**config.mk**
```make
export PLATFORM = sky130hd
export DESIGN_NAME = lcd_sequencer
export DESIGN_NICKNAME = d
export VERILOG_FILES = /design/src/rtl/lcd_pkg.sv /design/src/rtl/lcd_delay_counter.sv /design/src/rtl/lcd_sequencer.sv
export SDC_FILE = /design/constraint.sdc
export NUM_CORES = 1
export LEC_CHECK = 0
export ABC_AREA = 1
export BUFFER_PORTS_ARGS = -buffer_cell sky130_fd_sc_hd__clkbuf_2
export CAP_MARGIN = 20
export CORE_AREA = 2 2 91 93
export CTS_CLUSTER_DIAMETER = 150
export DETAILED_ROUTE_END_ITERATION = 10
export DIE_AREA = 0 0 93 95
export GPL_TIMING_DRIVEN = 0
export PLACE_DENSITY = 0.54
export SYNTH_ARGS = -nofsm -noshare
export SYNTH_HDL_FRONTEND = slang
export SYNTH_SLANG_ARGS = --single-unit
export TNS_END_PERCENT = 5
```
**constraint.sdc**
```tcl
create_clock -name clk -period 2 [get_ports clk]
set_input_delay 0 -clock clk [delete_from_list [all_inputs] [get_ports clk]]
set_output_delay 0 -clock clk [all_outputs]
set_load 0.01 [all_outputs]
```
**src/rtl/lcd_pkg.sv**
```systemverilog
`default_nettype none
// ============================================================================
// lcd_pkg : shared state encoding, init command table and timing defaults
// Rev 1.0 : initial release
// ============================================================================
package lcd_pkg;

    localparam int unsigned CNT_W = 20;

    localparam int unsigned DEF_T_POWERUP = 750000;
    localparam int unsigned DEF_T_SETUP   = 2;
    localparam int unsigned DEF_T_PULSE   = 12;
    localparam int unsigned DEF_T_HOLD    = 2;
    localparam int unsigned DEF_T_EXEC    = 2000;
    localparam int unsigned DEF_T_CLEAR   = 82000;

    localparam logic [1:0] INIT_LAST = 2'd3;

    typedef enum logic [2:0] {
        ST_POWERUP = 3'd0,
        ST_SETUP   = 3'd1,
        ST_PULSE   = 3'd2,
        ST_HOLD    = 3'd3,
        ST_WAIT    = 3'd4,
        ST_IDLE    = 3'd5
    } lcd_state_t;

    // Function set 8-bit/2-line, display on, clear, entry mode increment.
    function automatic logic [7:0] init_cmd(input logic [1:0] idx);
        case (idx)
            2'd0:    init_cmd = 8'h38;
            2'd1:    init_cmd = 8'h0C;
            2'd2:    init_cmd = 8'h01;
            default: init_cmd = 8'h06;
        endcase
    endfunction

    function automatic logic [CNT_W-1:0] clamp_cycles(input int unsigned cycles);
        clamp_cycles = (cycles == 0) ? CNT_W'(1) : CNT_W'(cycles);
    endfunction

endpackage
`default_nettype wire

```
**src/rtl/lcd_delay_counter.sv**
```systemverilog
`default_nettype none
// ============================================================================
// lcd_delay_counter : reloadable downcounter timing every sequencer state
// Rev 1.0 : initial release
// ============================================================================
module lcd_delay_counter
    import lcd_pkg::*;
#(
    parameter logic [CNT_W-1:0] RESET_VALUE = CNT_W'(1)
) (
    input  logic             clk,
    input  logic             reset,
    input  logic             load_i,
    input  logic [CNT_W-1:0] value_i,
    output logic             done_o
);

    logic [CNT_W-1:0] count_q;

    always_ff @(posedge clk) begin
        if (reset) begin
            count_q <= RESET_VALUE;
        end else if (load_i) begin
            count_q <= value_i;
        end else if (count_q != '0) begin
            count_q <= count_q - CNT_W'(1);
        end
    end

    // A load of N makes the owning state last exactly N cycles.
    assign done_o = (count_q <= CNT_W'(1));

endmodule
`default_nettype wire

```
**src/rtl/lcd_sequencer.sv**
```systemverilog
`default_nettype none
// ============================================================================
// lcd_sequencer : HD44780-style write-only LCD init and byte sequencer
// Rev 1.0 : initial release
// ============================================================================
module lcd_sequencer
    import lcd_pkg::*;
#(
    parameter int unsigned T_POWERUP = DEF_T_POWERUP,
    parameter int unsigned T_SETUP   = DEF_T_SETUP,
    parameter int unsigned T_PULSE   = DEF_T_PULSE,
    parameter int unsigned T_HOLD    = DEF_T_HOLD,
    parameter int unsigned T_EXEC    = DEF_T_EXEC,
    parameter int unsigned T_CLEAR   = DEF_T_CLEAR
) (
    input  logic       clk,
    input  logic       reset,
    input  logic       reqValid,
    input  logic       reqIsData,
    input  logic [7:0] reqByte,
    output logic       reqReady,
    output logic       initDone,
    output logic       LCD_ON,
    output logic       LCD_RS,
    output logic       LCD_EN,
    output logic       LCD_RW,
    output logic [7:0] LCD_DATA
);

    localparam logic [CNT_W-1:0] POWERUP_CYC = clamp_cycles(T_POWERUP);
    localparam logic [CNT_W-1:0] SETUP_CYC   = clamp_cycles(T_SETUP);
    localparam logic [CNT_W-1:0] PULSE_CYC   = clamp_cycles(T_PULSE);
    localparam logic [CNT_W-1:0] HOLD_CYC    = clamp_cycles(T_HOLD);
    localparam logic [CNT_W-1:0] EXEC_CYC    = clamp_cycles(T_EXEC);
    localparam logic [CNT_W-1:0] CLEAR_CYC   = clamp_cycles(T_CLEAR);

    lcd_state_t       state_q;
    logic [1:0]       init_idx_q;
    logic             init_done_q;
    logic             ready_q;
    logic             on_q;
    logic             en_q;
    logic             rs_q;
    logic [7:0]       data_q;
    logic             cnt_load;
    logic [CNT_W-1:0] cnt_value;
    logic             cnt_done;
    logic             is_clear;

    assign is_clear = !rs_q && ((data_q == 8'h01) || (data_q == 8'h02));

    // Reload the counter with the duration of whichever state comes next.
    always_comb begin
        cnt_load  = 1'b0;
        cnt_value = SETUP_CYC;
        case (state_q)
            ST_POWERUP, ST_WAIT: cnt_load = cnt_done;
            ST_SETUP: begin
                cnt_load  = cnt_done;
                cnt_value = PULSE_CYC;
            end
            ST_PULSE: begin
                cnt_load  = cnt_done;
                cnt_value = HOLD_CYC;
            end
            ST_HOLD: begin
                cnt_load  = cnt_done;
                cnt_value = is_clear ? CLEAR_CYC : EXEC_CYC;
            end
            ST_IDLE: cnt_load = reqValid;
            default: cnt_load = 1'b0;
        endcase
    end

    lcd_delay_counter #(
        .RESET_VALUE(POWERUP_CYC)
    ) u_delay (
        .clk    (clk),
        .reset  (reset),
        .load_i (cnt_load),
        .value_i(cnt_value),
        .done_o (cnt_done)
    );

    always_ff @(posedge clk) begin
        if (reset) begin
            state_q     <= ST_POWERUP;
            init_idx_q  <= 2'd0;
            init_done_q <= 1'b0;
            ready_q     <= 1'b0;
            on_q        <= 1'b1;
            en_q        <= 1'b0;
            rs_q        <= 1'b0;
            data_q      <= 8'h00;
        end else begin
            case (state_q)
                ST_POWERUP: begin
                    if (cnt_done) begin
                        state_q    <= ST_SETUP;
                        init_idx_q <= 2'd0;
                        rs_q       <= 1'b0;
                        data_q     <= init_cmd(2'd0);
                    end
                end
                ST_SETUP: begin
                    if (cnt_done) begin
                        state_q <= ST_PULSE;
                        en_q    <= 1'b1;
                    end
                end
                ST_PULSE: begin
                    if (cnt_done) begin
                        state_q <= ST_HOLD;
                        en_q    <= 1'b0;
                    end
                end
                ST_HOLD: begin
                    if (cnt_done) begin
                        state_q <= ST_WAIT;
                    end
                end
                ST_WAIT: begin
                    if (cnt_done) begin
                        if (!init_done_q && (init_idx_q != INIT_LAST)) begin
                            state_q    <= ST_SETUP;
                            init_idx_q <= init_idx_q + 2'd1;
                            rs_q       <= 1'b0;
                            data_q     <= init_cmd(init_idx_q + 2'd1);
                        end else begin
                            state_q     <= ST_IDLE;
                            ready_q     <= 1'b1;
                            init_done_q <= 1'b1;
                        end
                    end
                end
                ST_IDLE: begin
                    if (reqValid) begin
                        state_q <= ST_SETUP;
                        ready_q <= 1'b0;
                        rs_q    <= reqIsData;
                        data_q  <= reqByte;
                    end
                end
                default: begin
                    state_q <= ST_POWERUP;
                    ready_q <= 1'b0;
                    en_q    <= 1'b0;
                end
            endcase
        end
    end

    assign reqReady = ready_q;
    assign initDone = init_done_q;
    assign LCD_ON   = on_q;
    assign LCD_EN   = en_q;
    assign LCD_RS   = rs_q;
    assign LCD_RW   = 1'b0;
    assign LCD_DATA = data_q;

endmodule
`default_nettype wire

```
# Word level (Yosys, flattened, before mapping)
# Cells that the tools add are included.
op_classes:
  n_bitwise: 3
  addsub: 2
  n_reduce_logical: 20
  n_eq_ne: 18
  order_cmp: 1
  muxes: 34
ops:
  columns: ["cell", "n"]
  rows:
  - ["20-bit two-way mux", 2]
  - ["17-bit case mux with 2 select lines", 1]
  - ["8-bit two-way mux", 4]
  - ["8-bit case mux with 3 select lines", 1]
  - ["3-bit two-way mux", 7]
  - ["20-bit by 1-bit less-or-equal comparator with 1-bit output, second input constant", 1]
  - ["20-bit nonzero test", 1]
  - ["20-bit by 1-bit subtractor with 20-bit output, second input constant", 1]
  - ["2-bit inequality test, second input constant", 9]
  - ["3-bit case mux with 6 select lines", 1]
  - ["6-bit case mux with 3 select lines", 1]
  - ["17-bit two-way mux", 1]
  - ["1-bit case mux with 3 select lines", 3]
  - ["8-bit by 1-bit equality test with 1-bit output, second input constant", 1]
  - ["8-bit by 2-bit equality test with 1-bit output, second input constant", 1]
  - ["1-bit two-way mux", 8]
  - ["4-bit AND reduction", 2]
  - ["4-bit OR reduction", 2]
  - ["3-bit by 2-bit equality test with 1-bit output, second input constant", 2]
  - ["3-bit equality test, second input constant", 2]
  - ["2-bit two-way mux", 3]
  - ["3-bit AND reduction", 2]
  - ["6-bit AND reduction", 1]
  - ["5-bit AND reduction", 1]
  - ["15 further kinds", 20]
word_totals:
  word_cells: 86
  out_inout_bits: 14
  ff_bits: 37
  input_bits: 12

# Logic depth before layout (Yosys ltp)
# Gate-level depths: netlist (run 1).
depth:
  depth_word: 6
  depth_mapped: 12

# By module
# From an unflattened synthesis (run 1), not the netlist that was laid out.
unflattened:
  hier_cells: 409
  hier_area_um2: 2581.2
by_module_without_submodules:
  columns: ["mod", "instances", "area_each_um2", "cells_per_inst"]
  rows:
  - ["lcd_delay_counter", 1, 1492.7, 247]
  - ["lcd_sequencer", 1, 1088.5, 162]

# Worst setup path before layout (run 1)
# Ideal clock, no wire load.
synth_path:
  path_type: "register to register"
  from: "register u_delay.count_q[0]"
  to: "register u_delay.count_q[18]"
  setup_ns: 0.125
  n_path_buf: 1
  stages_incl_launch_ff: 11
  arrival_time_ns: 1.640
  path_slack_ns: 0.235
  cell_sequence: "dfxtp_1 inv_1 ha_1 nand2_4 nor2_4 nand3b_1 inv_1 nand3_1 buf_2 nand3_1 nor2_1"
synth_between:
  elab_chain_cells: 3
  elab_cells_between_ends: 7
  cone_classes: "add/sub: 1; order compare: 1; mux: 3; reduce/logical: 2"
synth_lines:
  columns: ["item", "line_no", "source"]
  rows:
  - ["from (decl)", "lcd_delay_counter.sv:18", "logic [CNT_W-1:0] count_q;"]
  - ["from (signal assigned)", "lcd_delay_counter.sv:24", "count_q <= value_i;"]
  - ["from (signal assigned)", "lcd_delay_counter.sv:26", "count_q <= count_q - CNT_W'(1);"]
  - ["20-bit by 1-bit less-or-equal comparator with 1-bit output or 20-bit by 1-bit subtractor with 20-bit output (tied branches)", "lcd_delay_counter.sv:31, lcd_delay_counter.sv:26", null]
  - ["1-bit case mux with 2 select lines or 20-bit two-way mux (tied branches)", "lcd_sequencer.sv:56, lcd_delay_counter.sv:25", null]
  - ["20-bit two-way mux or 2-bit nonzero test (tied branches)", null, null]
# Parallel ways exist; a longest one is shown, timed or not. The select of a mux whose other input is x is not followed.
# A chain may end at the register's enable or synchronous reset.

# Worst setup path in the final report (run 1)
layout_path:
  from: "register u_delay.count_q[0]"
  to: "register u_delay.count_q[4]"
# Same word-level chain as after synthesis.

==> results of run 1 <==
-- state kept, by name, summed over array words and instances (netlist names) --
name / count
u_delay.count_q: 20
LCD_DATA: 8
state_q: 3
init_idx_q: 2
LCD_EN: 1
LCD_RS: 1
initDone: 1
reqReady: 1
-- final timing paths --
check / endpoint / slack [ns] / depth (start not counted)
worst min register to register: reqReady / 0.46 / 2
worst max-delay path: u_delay.count_q[4] / 0.18 / 10
worst max register to register: u_delay.count_q[4] / 0.18 / 10
worst min-delay path: LCD_DATA[4] / 0.04 / 5
-- per-stage QoR --
stage,instances,hold slack [ns],setup WS [ns]
2_1_floorplan,359,0.2062,0.2350
3_3_place_gp,486,0.3094,-0.2032
3_5_place_dp,486,0.3147,-0.2062
4_1_cts,498,0.03204,0.02803
5_1_grt,502,0.08228,0.02351
6_report,502,0.03758,0.1774
-- kinds of logic after synthesis --
kind of cell | after synthesis
buf+inv | 44
other cells | 2
simple gates | 231
xor+xnor | 15
flops | 37
fa+ha+maj | 6
compound gates | 24
-- area by class of cell --
class | count | share of cell area (%)
well taps | 105 | 4.784
repair buffers | 30 | 6.469
multi-input cells | 278 | 49.98
flip-flops and latches | 37 | 26.97
clock inverters | 3 | 2.369
inverters | 34 | 4.647
clock buffers | 5 | 2.506
plain buffers | 10 | 2.278
-- metal layers --
metal	up-vias	track usage [%]
met4	0	5.392
li1	1193	-
met5	-	0
met3	17	2.713
met1	1025	17.35
met2	40	23.73
-- synth_stat cells, drive strengths merged --
master	n	area [um2]
nand3	24	125.1
nand2	116	455.4
o22ai	1	6.260
buf	7	51.30
a21oi	13	87.58
xnor2	5	43.79
o21ai	6	30.03
ha	6	75.07
dfxtp	37	740.7
clkinv	1	3.750
a31oi	1	6.260
inv	33	123.9
nand3b	2	15.01
xor2	10	87.58
nor3	2	10.01
o21bai	1	7.510
nor3b	1	7.510
conb	2	7.510
clkbuf	3	11.26
nor2	78	317.8
a21o	1	7.510
nand4	8	50.05
o211ai	1	7.510
-- power groups by stage --
stage	clock [uW]	combinational, uW	sequential, uW
after floorplan	0	151	793
after global placement	0	189	799
after detailed placement	0	190	799
after CTS	814	202	782
after global routing	837	230	784
final	798	203	782
-- critical path: cells and delay by family, from the launching register on --
kind / cells / cell delay, ns
adder cells (fa/ha/maj): 1 / 0.20
buffers and inverters: 3 / 0.47
flip-flops: 1 / 0.35
AND/OR/NAND/NOR: 6 / 0.67
-- cell usage in the layout, fill, tap and decap left out, types with 2 or more instances in the layout --
cell type      count
buf_4              9
dlygate4sd3_1      3
conb_1             2
o21ai_0            6
nor2_1            74
nand3_1           23
clkbuf_8           5
a21oi_4            2
nand2_2            2
a21oi_1           11
xor2_1            10
nand3b_1           2
bufinv_16          2
nor2_4             4
inv_2              4
nand4_1            8
clkbuf_2          22
clkbuf_1           3
nand2_4            2
ha_1               5
inv_1             29
nor3_1             2
nand2_1          112
buf_2              2
xnor2_1            5
dfxtp_1           37
-- repair_timing --
action / CTS / global route
gates resized for setup: 3 / 2
endpoints found under the setup margin: 28 / 21
hold endpoints to repair: 3 / 0
pin swaps: 1 / 1
setup buffers: 1 / 4
hold buffers: 3 / 0
==> results.md, run 1 <==
* Num CTS Buffers at 5
* Fmax at 548.7 MHz
* Synth Area in XOR/XNOR at a little under 6%
* Cell Pwr Density at 649.2 nW/um2
* First-pass GRT wire length at ~10000 um
* Hpwl dp at 4496 um
* Max_cap viols at 0
* Avg Synthesized Cell Area at 6.347 um2
* Simple-gate area share of the yosys netlist at 43.05%
* Vias post-DR at 2275
* Wire length on met1 at 2749 um
* Syn Std Cell Area at 2278 um2
* Clk root buf: clkbuf_8
* DRC violation count after routing at 0
* Setup tns final at 0 ns
* Compound-cell area share of the yosys netlist at 6.700%
* Cell area after layout at around 2700 um2
* Largest net degree at the start of global routing at 13
* Hold_sp: reqByte[4]
* Final-stage net count at 414
* Internal at 1337 uW
* RSZ-0062 raised after global routing: no
* Syn nets at between 300 and 400
* Final setup vio count at 0
* Net switching power at 445.4 uW
* Diodes inserted at 0
* Final Hold Vio Count at 0
* Switching power share of the total at 24.98%
* Clk_skew at between 0.007 and 0.008 ns
* Row cnt at 33
* Avg WL per Cell at around 12 um
* WL final at about 5800 um
* #FFs+latches synth at 37
* Initial DRT Pass Iterations at 4
* Worst VDD drop at 358.9 uV
* Worst setup path start: u_delay.count_q[0]
* Multi-input logic area at 1373 um2
* Crit-path cells: inv_2 > ha_4 > nand2_4 > nor2_4 > nand3b_1 > inv_1 > nand3_1 > buf_2 > nand2_1 > nand2_1
* Vias in the first global route at between 2000 and 2500
* Layout area overhead at 20.54%
* Initial Util at 28.74%
* Gr usage total at 13.91%
* Initial antenna violation count at 0
* Synth Instances at 359
* CP max-delay cell: dfxtp_1
* Crit share post-route at 91.13%
* Hold Path Class: in -> reg
* Mean number of vias per cell at 4.532
* Layout cells sized above 1 at 14.61%
* Leak at 0.001250 uW
* Initial DRC Count at between 50 and 60
* Fin util at 34.64%
* Synth unique cells at 32
* Placed instance area at between 2000 and 3000 um2
* Critical path required time at roughly 2.2 ns
* Total power at between 1500 and 2000 uW
* Die Height at 95 um
* H-tree depth at 2
* Highest metal used: met4
* Most frequent CP cell: nand2_1
* Mux contribution to synthesized area at 0%
* Crit-path max FO at 10
* Ports at 26
* Clock tree buffer depth at 2
* Total gr overflow at 0
* DIE AREA at 8835 um2
* Detail Route Antenna Nets at 0
* Critical path endpoint category: flop
* RD Place Congestion at 0.8833
* Largest family of logic cells by synthesized area: simple AND/OR/NAND/NOR gates
* Fillers at 905
* Met3 WL at about 210 um
* Slowest stage delay, CP at 0.35 ns
* Seq/Total Area, Yosys at 32.51%
* Combinational share of power at 11.4%
* R2R Path Start: u_delay.count_q[0]
* CTS clock-pin slew for the worst setup and hold paths at around 0.08 ns
* # clock sinks at 37
* Clk pwr share at 44.8%
* Share of power burned in registers at 43.9%
* Adder-cell share of the synthesized area at 3.295%
* Startpoint class of the critical path: flop
* Yosys warning total at 0
* Flip-flop and latch area at 740.7 um2
* Slew Limit Fails at 0
* Crit Path Class: reg -> reg
* Clk_lat worst skew at 0.30 ns
* Core Area at 7928 um2
* I/O Buffers at 22
* Status: complete, no violations
* Die width at 93 um
* Arr. time, crit path at 2.01 ns
* Tmin final at around 1.8 ns
* WL met2 at around 2700 um
* CTS tree: yes
(Power assumes the default switching activity.)
==> inputs of run 2 (changes only) <==
- CORE_AREA: 2 2 91 93 -> 2 2 96 98
- DIE_AREA: 0 0 93 95 -> 0 0 98 100
- PLACE_DENSITY: 0.54 -> 0.55
- SKIP_CTS_REPAIR_TIMING: default -> 1
- SYNTH_HIERARCHICAL: default -> 1
==> run 2 against run 1 <==
Compared with the run above:
- clock skew down 0.0031 ns
- critical path depth is 5 higher
- register-to-register slack worse by 0.31 ns
- global-route usage grew 0.50 points
- via count grew 16%
- combinational power is 140% higher
- the flow now finishes with violations (setup timing)
- utilization is 1.2 points higher
- routed wire length is 20% higher
- die area rose by 11%
- sequential cell count unchanged
==> results.md, run 2 <==
* Status: complete, but fails checks
* Failing checks: setup timing
* Worst hold slack at 0.03777 ns
* Row cnt at 35
* Startpoint class of the critical path: flop
* Largest net degree at the start of global routing at 11
* Setup tns final at -1.506 ns
* DIE AREA at 9800 um2
* Worst setup path start: u_delay/count_q[13]
* Final Hold Vio Count at 0
* Critical path required time at 2.21 ns
* Worst slack, placed at -0.4814 ns
* R2R Path Start: u_delay/count_q[13]
* Fillers at between 900 and 1000
* Slew Limit Fails at 0
* Die width at around 98 um
* Avg Synthesized Cell Area at 6.311 um2
* CTS tree: yes
* Ranking of synthesized cells by area: dfxtp_1 29%, nand2_1 17%, nand3_1 8.1%
* R2R depth at 15
* Synth area leader: dfxtp_1
* Final-stage net count at 475
* Crit-path max FO at 6
* Synth unique cells at 39
* Hold Path Class: in -> reg
* Most common cell in the netlist: nand2_1
* DRC violation count after routing at 0
* Worst VDD drop at between 200 and 250 uV
* R2r setup slk at -0.13 ns
* Crit share post-route at 106.7%
* Largest Register: u_delay/count_q
* WL final at between 6000 and 7000 um
* Vias in the first global route at approximately 2500
* Detail Route Antenna Nets at 0
* Initial DRT Pass Iterations at 4
* Final setup vio count at 20
* Critical path endpoint category: flop
* EDFF count, synth at 0
* Hold_sp: reset
* Clk root buf: clkbuf_8
* Synth Instances at 409
* Worst flop-to-flop path endpoint: u_delay/count_q[6]
* Syn Std Cell Area at 2581 um2
* Core Area at 8890 um2
* Share of the synthesized area in the top cell type at 28.70%
* Yosys warning total at 6
* Finished Layout Cells at 567
* Vias post-DR at 2636
* Flip-flop and latch area at 750.7 um2
* Commonest cells after routing, fill and taps aside: 111 x nand2_1, 51 x nor2_1, 38 x nand3_1
* Layout cells sized above 1 at between 20% and 30%
* Clock tree buffer depth at 2
* Hpwl dp at 5189 um
* Gr usage total at 14.41%
* Diodes inserted at 0
* Synth cell count leaders: 116 x nand2_1, 53 x nor2_1, 42 x nand3_1
* Seq/Total Area, Yosys at 28.70%
* Leak at 0.001492 uW
* Initial antenna violation count at 0
* Worst Setup EP: u_delay/count_q[6]
* RD Place Congestion at 0.8763
* Clk_lat worst skew at 0.29 ns
* Layout area overhead at 23.61%
* Crit Path Class: reg -> reg
* Async SR Flop Fraction at 0%
* Least-Margin Pin Slew at 0.5822 ns
* Max_cap viols at 0
* #FFs+latches synth at 37
* Ports at 26
* Max_slew headroom at approximately 61%
* Multi-input logic area at 1733 um2
* First-pass GRT wire length at 11670 um
* I/O Buffers at 23
* Top_reg_cell synth: dfxtp_1
* Total gr overflow at 0
* Most common cell after layout, fill and taps aside: nand2_1
* H-tree depth at 2
* Fin util at a little over a third
* CTS clock-pin slew for the worst setup and hold paths at 0.07 ns
* RSZ-0062 raised after global routing: yes
* Fmax at roughly 470 MHz
* Cell Pwr Density at 580.1 nW/um2
* Die Height at 100 um
* Mean number of vias per cell at 4.649
* Avg WL per Cell at 12.25 um
* DP Cell Count at 552
* Setup slack after layout at -0.1335 ns
* Initial DRC Count at 106
* Tmin final at roughly 2.1 ns
* Clk_skew at 0.004080 ns
* Initial Util at roughly 29%
* Num CTS Buffers at 5
* # clock sinks at 37
* Largest register FFs at 20
* Arr. time, crit path at 2.35 ns
==> run 2: changes by cell type in the layout (fill, tap and decap cells not counted), moves of 5 or more <==
cell,delta
a21oi_1,+5
conb_1,+9
inv_1,+8
nand2_2,+9
nand3_1,+15
nor2_1,-23
nor2_2,+12
or2_2,+5
xor2_1,-9
==> run 2: worst min-delay path by stage <==
stage	cells after the start	slack, ns	end
finish	2	0.04	LCD_DATA[1]
global placement	2	0.35	LCD_DATA[1]
detailed placement	5	0.34	LCD_RS
CTS	2	0.03	LCD_EN
global route	2	0.04	LCD_DATA[1]
floorplan	1	0.07	LCD_DATA[1]
==> run 2: area by class of cell <==
class,instances,area share (%)
well taps,111,4.353
multi-input cells,324,54.31
flip-flops and latches,37,23.53
clock buffers,7,2.706
repair buffers,31,6.431
inverters,45,5.451
plain buffers,12,3.216
==> run 2: metal layers <==
metal	wire length (um)	GRT usage, %	vias to the layer above
met1	3357	19.00	1187
li1	-	-	1385
met4	82	3.205	0
met5	0	0	-
met3	219	2.646	8
met2	3284	24.66	56
==> run 2: power breakdown <==
| part | leakage, uW | total (uW) | switching, uW | internal, uW |
|---|---|---|---|---|
| Clock | 0.0000443 | 553 | 279 | 274 |
| Combinational | 0.00115 | 492 | 331 | 161 |
| Sequential | 0.000301 | 806 | 37.5 | 769 |
| Total | 0.00149 | 1850 | 647 | 1200 |
==> run 2: cells by family (layout without fill, tap and decap cells) <==
kind of cell	after synthesis	count (layout)	share of synthesized area [%]
other	2	11	0.2909
AO/OA/AOI/OAI	40	40	8.968
flip-flops	37	37	28.70
AND/OR/NAND/NOR	264	264	48.33
XOR/XNOR	2	2	0.6787
buffers and inverters	57	95	9.645
adder cells (fa/ha/maj)	7	7	3.393
==> run 2: per-stage QoR <==
step,area [um2],total power (uW)
3_5_place_dp,2903,1288
3_3_place_gp,2903,1286
2_1_floorplan,2649,1185
5_1_grt,3191,1962
6_report,3191,1851
4_1_cts,2989,1841
==> run 2: critical path, stage by stage (launching register included) <==
cell,delay (ns)
dfxtp_4,0.37
nor2_4,0.13
inv_2,0.04
nor2_2,0.10
nand2_2,0.10
nor4_4,0.33
o21ai_1,0.10
o21ai_1,0.08
buf_4,0.15
inv_6,0.05
nand3_4,0.07
nor2_4,0.05
nand2_4,0.10
buf_8,0.15
nand2_2,0.08
a31oi_1,0.16
